File: src/rtl/aes_ks_pkg.sv
// Shared types and constants for the streaming AES key-schedule controller:
// key-length encodings, per-mode word counts, Rcon helpers and the FSM states.
package aes_ks_pkg;

  typedef enum logic [1:0] {
    KL_128     = 2'b00,
    KL_192     = 2'b01,
    KL_256     = 2'b10,
    KL_128_ALT = 2'b11
  } key_len_e;

  localparam int NK_128 = 4;
  localparam int NK_192 = 6;
  localparam int NK_256 = 8;
  localparam int NR_128 = 10;
  localparam int NR_192 = 12;
  localparam int NR_256 = 14;
  localparam int NW_128 = 4 * (NR_128 + 1);
  localparam int NW_192 = 4 * (NR_192 + 1);
  localparam int NW_256 = 4 * (NR_256 + 1);

  localparam logic [7:0] RCON_INIT = 8'h01;

  typedef enum logic [1:0] {
    IDLE,
    LOAD,
    EXPAND,
    DRAIN
  } ks_state_e;

  typedef struct packed {
    logic [127:0] data;
    logic [3:0]   round;
    logic         last;
  } rk_t;

  function automatic logic [3:0] nk_of(input logic [1:0] kl);
    case (kl)
      KL_192:  return 4'(NK_192);
      KL_256:  return 4'(NK_256);
      default: return 4'(NK_128);
    endcase
  endfunction

  function automatic logic [3:0] nr_of(input logic [1:0] kl);
    case (kl)
      KL_192:  return 4'(NR_192);
      KL_256:  return 4'(NR_256);
      default: return 4'(NR_128);
    endcase
  endfunction

  function automatic logic [5:0] nw_of(input logic [1:0] kl);
    case (kl)
      KL_192:  return 6'(NW_192);
      KL_256:  return 6'(NW_256);
      default: return 6'(NW_128);
    endcase
  endfunction

  // GF(2^8) doubling with the AES polynomial; 0x80 -> 0x1B
  function automatic logic [7:0] xtime(input logic [7:0] b);
    return {b[6:0], 1'b0} ^ (b[7] ? 8'h1b : 8'h00);
  endfunction

endpackage

File: src/rtl/key_schedule_stream_if.sv
// Key-load and round-key buses of key_schedule_stream. The key schedule
// itself is the slave; the key source / round datapath side is the master.
interface key_schedule_stream_if #(
  parameter int IN_W = 8
);
  logic [1:0]      key_len;
  logic [IN_W-1:0] in_data;
  logic            in_valid;
  logic            in_ready;
  logic [127:0]    rk_data;
  logic [3:0]      rk_round;
  logic            rk_last;
  logic            rk_valid;
  logic            rk_ready;

  modport master (
    output key_len, in_data, in_valid, rk_ready,
    input  in_ready, rk_data, rk_round, rk_last, rk_valid
  );

  modport slave (
    input  key_len, in_data, in_valid, rk_ready,
    output in_ready, rk_data, rk_round, rk_last, rk_valid
  );
endinterface

File: src/rtl/aes_sub_word.sv
// Combinational AES SubWord: one S-box lookup per byte lane.
module aes_sub_word #(
  parameter int NUM_LANES = 4
) (
  input  logic [NUM_LANES-1:0][7:0] din,
  output logic [NUM_LANES-1:0][7:0] dout
);

  // Row r holds S(r*16 + 0) .. S(r*16 + 15), most significant byte first
  localparam logic [0:15][127:0] SBOX = {
    128'h637c777bf26b6fc53001672bfed7ab76,
    128'hca82c97dfa5947f0add4a2af9ca472c0,
    128'hb7fd9326363ff7cc34a5e5f171d83115,
    128'h04c723c31896059a071280e2eb27b275,
    128'h09832c1a1b6e5aa0523bd6b329e32f84,
    128'h53d100ed20fcb15b6acbbe394a4c58cf,
    128'hd0efaafb434d338545f9027f503c9fa8,
    128'h51a3408f929d38f5bcb6da2110fff3d2,
    128'hcd0c13ec5f974417c4a77e3d645d1973,
    128'h60814fdc222a908846eeb814de5e0bdb,
    128'he0323a0a4906245cc2d3ac629195e479,
    128'he7c8376d8dd54ea96c56f4ea657aae08,
    128'hba78252e1ca6b4c6e8dd741f4bbd8b8a,
    128'h703eb5664803f60e613557b986c11d9e,
    128'he1f8981169d98e949b1e87e9ce5528df,
    128'h8ca1890dbfe6426841992d0fb054bb16
  };

  function automatic logic [7:0] sbox(input logic [7:0] b);
    logic [127:0] row;
    row = SBOX[b[7:4]];
    return row[{4'd15 - b[3:0], 3'b000} +: 8];
  endfunction

  for (genvar g = 0; g < NUM_LANES; g++) begin : g_lane
    assign dout[g] = sbox(din[g]);
  end

endmodule

File: src/rtl/key_schedule_stream.sv
// Streaming AES-128/192/256 key expansion: serial key load, one schedule word
// per cycle, round keys out on a valid/ready bus. KEY_SCHED_ZEROIZE_EN wipes key material after the last round key.
module key_schedule_stream
  import aes_ks_pkg::*;
#(
  parameter int IN_W = 8
) (
  input  logic                 clk,
  input  logic                 rst,
  key_schedule_stream_if.slave bus
);

  localparam int BPW = 32 / IN_W;

  ks_state_e         state, state_nxt;
  logic [1:0]        kl_q;
  logic [5:0]        beat_cnt;
  logic [5:0]        wi;
  logic [2:0]        kpos;
  logic [7:0]        rcon;
  logic [7:0][31:0]  win;
  logic [2:0][31:0]  acc;
  rk_t               rk_q;
  logic              rk_vld;

  logic [3:0]   nk;
  logic [5:0]   nw, beats_tot, beats_first;
  logic [2:0]   old_idx;
  logic         in_rdy, beat_acc, produce, grp_end, last_word, out_free;
  logic [31:0]  w_prev, w_old, sw_in, sw_out, w_new;
  logic [255:0] win_shift;

  assign nk          = nk_of(kl_q);
  assign nw          = nw_of(kl_q);
  assign old_idx     = 3'(nk - 4'd1);
  assign beats_tot   = 6'(int'(nk) * BPW);
  assign beats_first = 6'(int'(nk_of(bus.key_len)) * BPW);

  assign beat_acc  = bus.in_valid && in_rdy;
  assign out_free  = !rk_vld || bus.rk_ready;
  assign grp_end   = &wi[1:0];
  assign last_word = (wi == nw - 6'd1);

  always_comb begin
    state_nxt = state;
    in_rdy    = 1'b0;
    produce   = 1'b0;
    case (state)
      IDLE: begin
        in_rdy = 1'b1;
        if (bus.in_valid) state_nxt = (beats_first == 6'd1) ? EXPAND : LOAD;
      end
      LOAD: begin
        in_rdy = 1'b1;
        if (bus.in_valid && beat_cnt == beats_tot - 6'd1) state_nxt = EXPAND;
      end
      EXPAND: begin
        // Only the group-completing word waits for the output register
        produce = !grp_end || out_free;
        if (produce && last_word) state_nxt = DRAIN;
      end
      DRAIN: begin
        if (rk_vld && bus.rk_ready) state_nxt = IDLE;
      end
      default: state_nxt = IDLE;
    endcase
  end

  always_ff @(posedge clk or negedge rst) begin
    if (!rst) state <= IDLE;
    else      state <= state_nxt;
  end

  // win[0] is w[i-1], win[Nk-1] is w[i-Nk]; during the first Nk cycles the
  // loaded key simply rotates through, so both phases share one datapath.
  assign w_prev    = win[0];
  assign w_old     = win[old_idx];
  assign sw_in     = (kpos == 3'd0) ? {w_prev[23:0], w_prev[31:24]} : w_prev;
  assign win_shift = {win} << IN_W;

  aes_sub_word u_sub_word (
    .din  (sw_in),
    .dout (sw_out)
  );

  always_comb begin
    if ({2'b00, nk} > wi)                  w_new = w_old;
    else if (kpos == 3'd0)                 w_new = w_old ^ sw_out ^ {rcon, 24'h0};
    else if (nk == 4'd8 && kpos == 3'd4)   w_new = w_old ^ sw_out;
    else                                   w_new = w_old ^ w_prev;
  end

  always_ff @(posedge clk or negedge rst) begin
    if (!rst) begin
      kl_q     <= '0;
      beat_cnt <= '0;
      wi       <= '0;
      kpos     <= '0;
      rcon     <= RCON_INIT;
      win      <= '0;
      acc      <= '0;
      rk_q     <= '0;
      rk_vld   <= 1'b0;
    end else begin
      if (beat_acc) begin
        win      <= win_shift | 256'(bus.in_data);
        beat_cnt <= beat_cnt + 6'd1;
        if (state == IDLE) begin
          kl_q     <= bus.key_len;
          beat_cnt <= 6'd1;
          wi       <= '0;
          kpos     <= '0;
          rcon     <= RCON_INIT;
        end
      end
      if (produce) begin
        win  <= {win[6:0], w_new};
        acc  <= {acc[1:0], w_new};
        wi   <= wi + 6'd1;
        kpos <= (kpos == old_idx) ? 3'd0 : kpos + 3'd1;
        if ({2'b00, nk} <= wi && kpos == 3'd0) rcon <= xtime(rcon);
      end
      if (produce && grp_end) begin
        rk_q   <= '{data: {acc, w_new}, round: wi[5:2], last: last_word};
        rk_vld <= 1'b1;
      end else if (rk_vld && bus.rk_ready) begin
        rk_vld <= 1'b0;
        if (rk_q.last) begin
          rk_q.last  <= 1'b0;
          rk_q.round <= '0;
`ifdef KEY_SCHED_ZEROIZE_EN
          rk_q.data  <= '0;
          win        <= '0;
          acc        <= '0;
`endif
        end
      end
    end
  end

  assign bus.in_ready = in_rdy;
  assign bus.rk_data  = rk_q.data;
  assign bus.rk_round = rk_q.round;
  assign bus.rk_last  = rk_q.last;
  assign bus.rk_valid = rk_vld;

endmodule

File: src/flat_wrapper.sv
// flat-port wrapper written by rule: the top's interface ports become plain ports
module key_schedule_stream_flat import aes_ks_pkg::*;
#(
  parameter int IN_W = 8
)
  (clk, rst, bus_key_len, bus_in_data, bus_in_valid, bus_rk_ready, bus_in_ready, bus_rk_data, bus_rk_round, bus_rk_last, bus_rk_valid);
  key_schedule_stream_if #(.IN_W(IN_W)) bus_i ();
  input  logic clk;
  input  logic rst;
  input wire logic [$bits(bus_i.key_len)-1:0] bus_key_len;
  input wire logic [$bits(bus_i.in_data)-1:0] bus_in_data;
  input wire logic [$bits(bus_i.in_valid)-1:0] bus_in_valid;
  input wire logic [$bits(bus_i.rk_ready)-1:0] bus_rk_ready;
  output wire logic [$bits(bus_i.in_ready)-1:0] bus_in_ready;
  output wire logic [$bits(bus_i.rk_data)-1:0] bus_rk_data;
  output wire logic [$bits(bus_i.rk_round)-1:0] bus_rk_round;
  output wire logic [$bits(bus_i.rk_last)-1:0] bus_rk_last;
  output wire logic [$bits(bus_i.rk_valid)-1:0] bus_rk_valid;
  assign bus_i.key_len = bus_key_len;
  assign bus_i.in_data = bus_in_data;
  assign bus_i.in_valid = bus_in_valid;
  assign bus_i.rk_ready = bus_rk_ready;
  assign bus_in_ready = bus_i.in_ready;
  assign bus_rk_data = bus_i.rk_data;
  assign bus_rk_round = bus_i.rk_round;
  assign bus_rk_last = bus_i.rk_last;
  assign bus_rk_valid = bus_i.rk_valid;
  key_schedule_stream #(.IN_W(IN_W)) u_core (.clk(clk), .rst(rst), .bus(bus_i));
endmodule
File: config.mk
export PLATFORM = sky130hd
export DESIGN_NAME = key_schedule_stream_flat
export DESIGN_NICKNAME = d
export VERILOG_FILES = /design/src/rtl/aes_ks_pkg.sv /design/src/rtl/key_schedule_stream_if.sv /design/src/rtl/aes_sub_word.sv /design/src/rtl/key_schedule_stream.sv /design/src/flat_wrapper.sv
export SDC_FILE = /design/constraint.sdc
export NUM_CORES = 2
export LEC_CHECK = 0
export ABC_AREA = 1
export CAP_MARGIN = 25
export CORE_MARGIN = 1.5
export CORE_UTILIZATION = 47
export DETAILED_ROUTE_END_ITERATION = 12
export MAX_ROUTING_LAYER = met4
export PLACE_DENSITY = 0.68
export SYNTH_ARGS = -nofsm -noshare
export SYNTH_HDL_FRONTEND = slang
export SYNTH_SLANG_ARGS = --single-unit
File: constraint.sdc
create_clock -name clk -period 3.8 [get_ports clk]
set_input_delay 0.38 -clock clk [delete_from_list [all_inputs] [get_ports clk]]
set_output_delay 0.38 -clock clk [all_outputs]
set_load 0.01 [all_outputs]
==> results.toml <==
[timing]
relSlewSlack_pct = 16.5
tightest_slew_ps = 1250
hold_violations = 0
min_period_ps = 3700
fmax_mhz = 270
finalSetupViolCount = 0
slew_violations = 0
fin_skew_ps = 16.3
hold_ws_ps = 362
period_share_pct = 97.4

[yosys]
netlist_area_sq_mm = 0.0355
yosys-top-cells-count = "nand2_1 (1396), nand3_1 (1029), dfrtp_1 (512), inv_1 (498), o21ai_0 (325)"
syn-num-nets = 5259
ys_warn_count = 0
yosysMostFrequentCell = "nand2_1"
async_flop_share_pct = 100
yosysTopAreaCell = "dfrtp_1"
ys_types = 48
ys_top_cells_by_area = "dfrtp_1 (36%), nand2_1 (15%), nand3_1 (15%)"
synth_edf_count = 0
synthFlopType = "dfrtp_1"
synth.avg_cell_area_sq_um = 6.85
netlist_instances = 5179
ys_ff_latch = 513
seq_area_frac_synth_pct = 36.2
yosysTopAreaCellShare_pct = 36.1

[detailed_routing]
vias = 40123
drtIter0Drc = 6326
m1WireLength_microns = 63100
dr_wl_met3_microns = 16400
drt_pass1_iterations = 9
drt_wl_total_microns = 158000
wl_met2_microns = 68300
drc = 0
ant_nets = 0
routedWlPerCell_microns = 25.2
dr.max_layer_used = "met4"
routed_via_density = 6.38

[cells_and_area]
multi_input_area_sq_mm = 0.0194
drive_above_1_share_pct = 9.04
regArea_sq_mm = 0.0128
final_nets = 5364
area_delta_synth_final_pct = 15.4
fill_cells = 7219

[critical_path]
crit_type = "reg -> reg"
regToRegSetupSlack_ps = 100
cp-start-kind = "flop"
worstPathRequired_ps = 4310
arrival_ps = 4210
cp_max_fo = 12
crit_start = "u_core.kpos[0]"
endpoint_kind = "flop"
worstReg2RegStart = "u_core.kpos[0]"

[clock_tree]
cts_tree = "built"
ctsRootBufferMaster = "clkbuf_16"
htreeDepth = 2
cts_buffers = 49
clock_path_buffers = 3
insertion_delay_ps = 600
cts_sinks = 513
cts.reportedPaths.clkPinSlew_ps = 70

[run]
cap_violations = 0

[floorplanning]
initial_utilization_pct = 47.6
ios = 149
fp.dieW_microns = 278
rows = 100
dieHeight_microns = 278
floorplan.die_area_sq_mm = 0.0771
core_area_sq_mm = 0.0746

[min_path]
hp-class = "in -> reg"
hp-start = "bus_key_len[1]"

[status]
outcome = "finished, final reports clean"

[grt]
grt_pass1_wl_microns = 238000
grt_usage_pct = 41.3
antenna_found_initial = 0
grt_max_degree = 299
grt_pass1_vias = 37490
grt_overflow = 0

[placement]
io_buffers = 148
post-dp-hpwl_microns = 114000
place_congestion = 1.11
-- sequential cells by signal, indices dropped and copies added, names as in the netlist --
signal / flops
u_core.bus.rk_valid: 1
u_core.kpos: 3
u_core.win: 224
u_core.wi: 6
u_core.acc: 96
u_core.kl_q: 2
u_core.bus.rk_round: 4
u_core.bus.rk_last: 1
u_core.rcon: 8
u_core.state: 2
u_core.w_prev: 32
u_core.bus.rk_data: 128
u_core.beat_cnt: 6
-- cells by family after synthesis --
logic type               after synthesis  synth area share (%)
AO/OA/AOI/OAI                        965                  17.5
XOR/XNOR                              19                 0.469
adder cells (fa/ha/maj)               66                  2.33
buffers and inverters                886                  10.3
flip-flops                           513                  36.2
AND/OR/NAND/NOR                     2730                  33.2
-- path summary, 6_finish.rpt --
| path | endpoint | depth (start not counted) |
|---|---|---|
| min in group asynchronous | u_core.acc[89] | 2 |
| worst min register to register | u_core.bus.rk_data[102] | 2 |
| worst min-delay path | u_core.kl_q[1] | 3 |
| worst max register to register | u_core.w_prev[22] | 20 |
| worst max-delay path | u_core.w_prev[22] | 20 |
| max in group asynchronous | u_core.bus.rk_data[5] | 3 |
-- layout make-up --
class	instances	area share, %
diodes	1	0.00611
clock inverters	16	0.474
multi-input cells	3781	47.3
inverters	523	4.82
repair buffers	416	9.54
clock buffers	73	3.51
flip-flops and latches	513	31.4
well taps	969	2.96
-- routing by layer --
layer | GRT usage (%) | up-vias
met5 | - | -
met4 | 22.4 | 0
li1 | - | 17817
met2 | 60.3 | 2689
met1 | 54.6 | 18988
met3 | 6.90 | 629
-- metrics by stage --
stage | instance area, sq um | TNS (ps) | instances | setup WS (ps) | utilization (%)
6_report | 40900 | 0 | 6292 | 101 | 54.9
5_1_grt | 40900 | -6.57 | 6291 | -3.35 | 54.9
4_1_cts | 40600 | 0 | 6287 | 24.8 | 54.5
3_5_place_dp | 38900 | -362 | 6195 | -133 | 52.2
3_3_place_gp | 38900 | -777 | 6195 | -136 | 52.2
2_1_floorplan | 35500 | 0 | 5179 | 779 | -
-- cells in the final DEF, fill, tap and decap left out, drive strengths merged, types with 7 or more instances in the layout --
| cell type | n |
|---|---|
| o22ai | 26 |
| nand2 | 1417 |
| nand3b | 24 |
| o211ai | 111 |
| nor2 | 218 |
| inv | 522 |
| o21ai | 404 |
| clkbuf | 73 |
| o221ai | 205 |
| buf | 268 |
| a31oi | 51 |
| nor3 | 18 |
| xor2 | 12 |
| clkdlybuf4s50 | 147 |
| nand3 | 1030 |
| o2111ai | 10 |
| a21oi | 146 |
| dfrtp | 512 |
| ha | 66 |
| nand4 | 19 |
| xnor2 | 7 |
| clkinv | 14 |
-- critical path: stages, from the launching register on --
cell      delay, ps
dfrtp_1         400
inv_1           150
ha_4            200
nand2_8         110
buf_4           190
nand2_1          70
o21ai_2          60
buf_4           190
ha_1            280
buf_4           200
o21ai_0         480
o211ai_1        160
nand3_1         100
nand3_1         150
nand3_1         170
nand2_1          70
nand2_1          60
nand3_1          90
nand2_1         100
nand3_1         210
nand2_1         160
-- repair_timing --
item,CTS,global route
pin swaps,1,2
gates cloned,0,1
hold buffers,1,0
endpoints found under the setup margin,16,89
hold endpoints to repair,82,0
buffers inserted,2,3
gates resized for setup,8,60
Power is left out: the tool's default activity adds up to more than one toggle a clock period on the data nets, which glitch-free logic cannot reach.
==> RTL change: new RTL, config.mk and constraints unchanged <==
Reset style: synchronous (`rst`), changed in 2 clocked blocks.
--- a/src/rtl/key_schedule_stream.sv
+++ b/src/rtl/key_schedule_stream.sv
@@ -66,7 +66,7 @@
     endcase
   end
 
-  always_ff @(posedge clk or negedge rst) begin
+  always_ff @(posedge clk) begin
     if (!rst) state <= IDLE;
     else      state <= state_nxt;
   end
@@ -90,7 +90,7 @@
     else                                   w_new = w_old ^ w_prev;
   end
 
-  always_ff @(posedge clk or negedge rst) begin
+  always_ff @(posedge clk) begin
     if (!rst) begin
       kl_q     <= '0;
       beat_cnt <= '0;
Function: not settled (the Yosys comparison gave no result); the edit may change what the design does.
==> RTL change against the unedited design <==
Via count is 5.6% higher; wire length up 2.0%; sequential cell count unchanged; critical endpoint is now u_core.acc[20]; largest cell class unchanged; non-clock buffer count decreased by 13; setup slack improved by 14 ps; cell area fell by 0.70%; area after synthesis is 1.0% lower.
Power is left out: the tool's default activity adds up to more than one toggle a clock period on the data nets, which glitch-free logic cannot reach.
==> RTL change: results (changes against the unedited design) <==
Status -> completed
Yosys Warn Count -> 0 (unchanged)
CTS max path bufs -> 3 (unchanged)
Dpl hpwl -> 116000 microns (+2.6%)
Flops & latches, synth -> 513 (unchanged)
Max Clock Skew -> 55.3 ps (+39.0 ps)
Hold Crit Class -> in -> reg
Post-synthesis compound-gate area fraction -> 0.234 (+0.0589)
Data arrival, critical path -> 4160 ps (-50 ps)
Critical path fanouts, max -> 14 (+2)
Library cells used by synthesis -> 47 (-2.1%)
H-tree levels -> 2 (unchanged)
Share of cells above drive strength 1 -> 0.0836 (-0.00673)
Ys async rst share -> 0 (-1.00)
Max incr delay on CP -> 360 ps (-120 ps)
CP max stage cell -> nor2_1
Post-synthesis net count -> 5786 (+10%)
First-pass GRT wire length -> 242000 microns (+1.6%)
Num CTS Buffers -> 57 (+16%)
Hold Crit Depth -> 3 (unchanged)
DRT Pass-1 Iters -> 10 (+1)
GRT Overall Usage -> 0.417 (+0.00459)
Wirelength per Cell -> 23.9 microns (-5.2%)
Post-synthesis adder-cell area fraction -> 0.0235 (+0.000238)
Pin count of the biggest net entering global routing -> 151 (-49%)
Rel. slew slack -> 0.386 (+0.221)
FF-to-FF path depth -> 19 (-5.0%)
Worst skew pair latency -> 640 ps (+40 ps)
Initial DRC count -> 6822 (+7.8%)
IO buf count -> 148 (unchanged)
Synth top area cells -> dfxtp_1 (29%), nand2_1 (13%), nand3_1 (11%)
Root Driver -> clkbuf_16
Post-synth top cells -> nand2_1 (1249), nand3_1 (772), inv_1 (669)
Largest register FFs -> 224 (unchanged)
Multiplexer share of the synthesized area -> 0 (unchanged)
Initial antenna violation count -> 5 (+5)
Synth Area in XOR/XNOR -> 0.00349 (-0.00120)
Seq/Total Area, Yosys -> 0.293 (-0.0695)
Top reg by flops -> u_core.win
Vias in the first global route -> 38400 (+2.5%)
Total number of vias -> 42400 (+5.6%)
Main synth FF type -> dfxtp_1
GP Congestion -> 1.09 (-1.2%)
Clock transition at path regs -> 60 ps
RTL change: repair_timing:
| item | CTS | global route |
|---|---|---|
| resized for setup | 2 | 55 |
| endpoints found under the setup margin | 20 | 89 |
| setup buffers | 0 | 1 |
| cloned | 0 | 2 |
| pin swaps | 0 | 3 |
RTL change: worst paths after layout:
| path | slack (ps) | end | from |
|---|---|---|---|
| setup / recovery | 120 | u_core.acc[20] | u_core.kpos[0] |
| hold / removal | 270 | u_core.acc[68] | rst |
| setup reg to reg | 120 | u_core.acc[20] | u_core.kpos[0] |
| hold reg to reg | 460 | u_core.bus.rk_data[114] | u_core.acc[82] |
RTL change: layout make-up:
cell class / instances / area [sq um]
sequential: 513 / 10300
tap: 969 / 1210
fill: 7454 / 33600
antenna: 6 / 15.0
inverter: 697 / 2630
timing repair buffer: 403 / 3880
multi-input combinational: 4082 / 20700
clock inverter: 24 / 334
clock buffer: 79 / 1630
RTL change: cells by family (layout without fill, tap and decap cells):
group	count (synthesis)	count (layout)
buffers and inverters	1112	1203
AOI/OAI and AO/OA	1353	1353
xor gates and xnor gates	14	14
adders and majority gates	66	66
DFF	513	513
other	0	6
and+or+nand+nor	2648	2649
RTL change: per-layer routing:
metal | up-vias | wire, microns | GRT usage
met5 | - | 0 | -
met4 | 0 | 10400 | 0.207
met3 | 648 | 19100 | 0.0986
met2 | 2886 | 67900 | 0.604
met1 | 19700 | 64300 | 0.542
li1 | 19200 | - | -
RTL change: critical path: cells and delay by family, from the launching register on:
family	cells	cell delay (ps)
simple gates	11	1640
compound gates	3	600
fa+ha+maj	2	530
buf+inv	3	410
flops	1	340
RTL change: metrics by stage:
step | TNS, ps | worst slack [ps] | cells | util | cell area (sq um)
after CTS | 0 | 27.3 | 6764 | 0.544 | 40400
after floorplan | 0 | 744 | 5706 | - | 35100
after global placement | -1210 | -130 | 6661 | 0.518 | 38400
after global routing | -32.3 | -15.9 | 6772 | 0.548 | 40600
after detailed placement | -728 | -103 | 6661 | 0.518 | 38400
final | 0 | 115 | 6773 | 0.548 | 40600
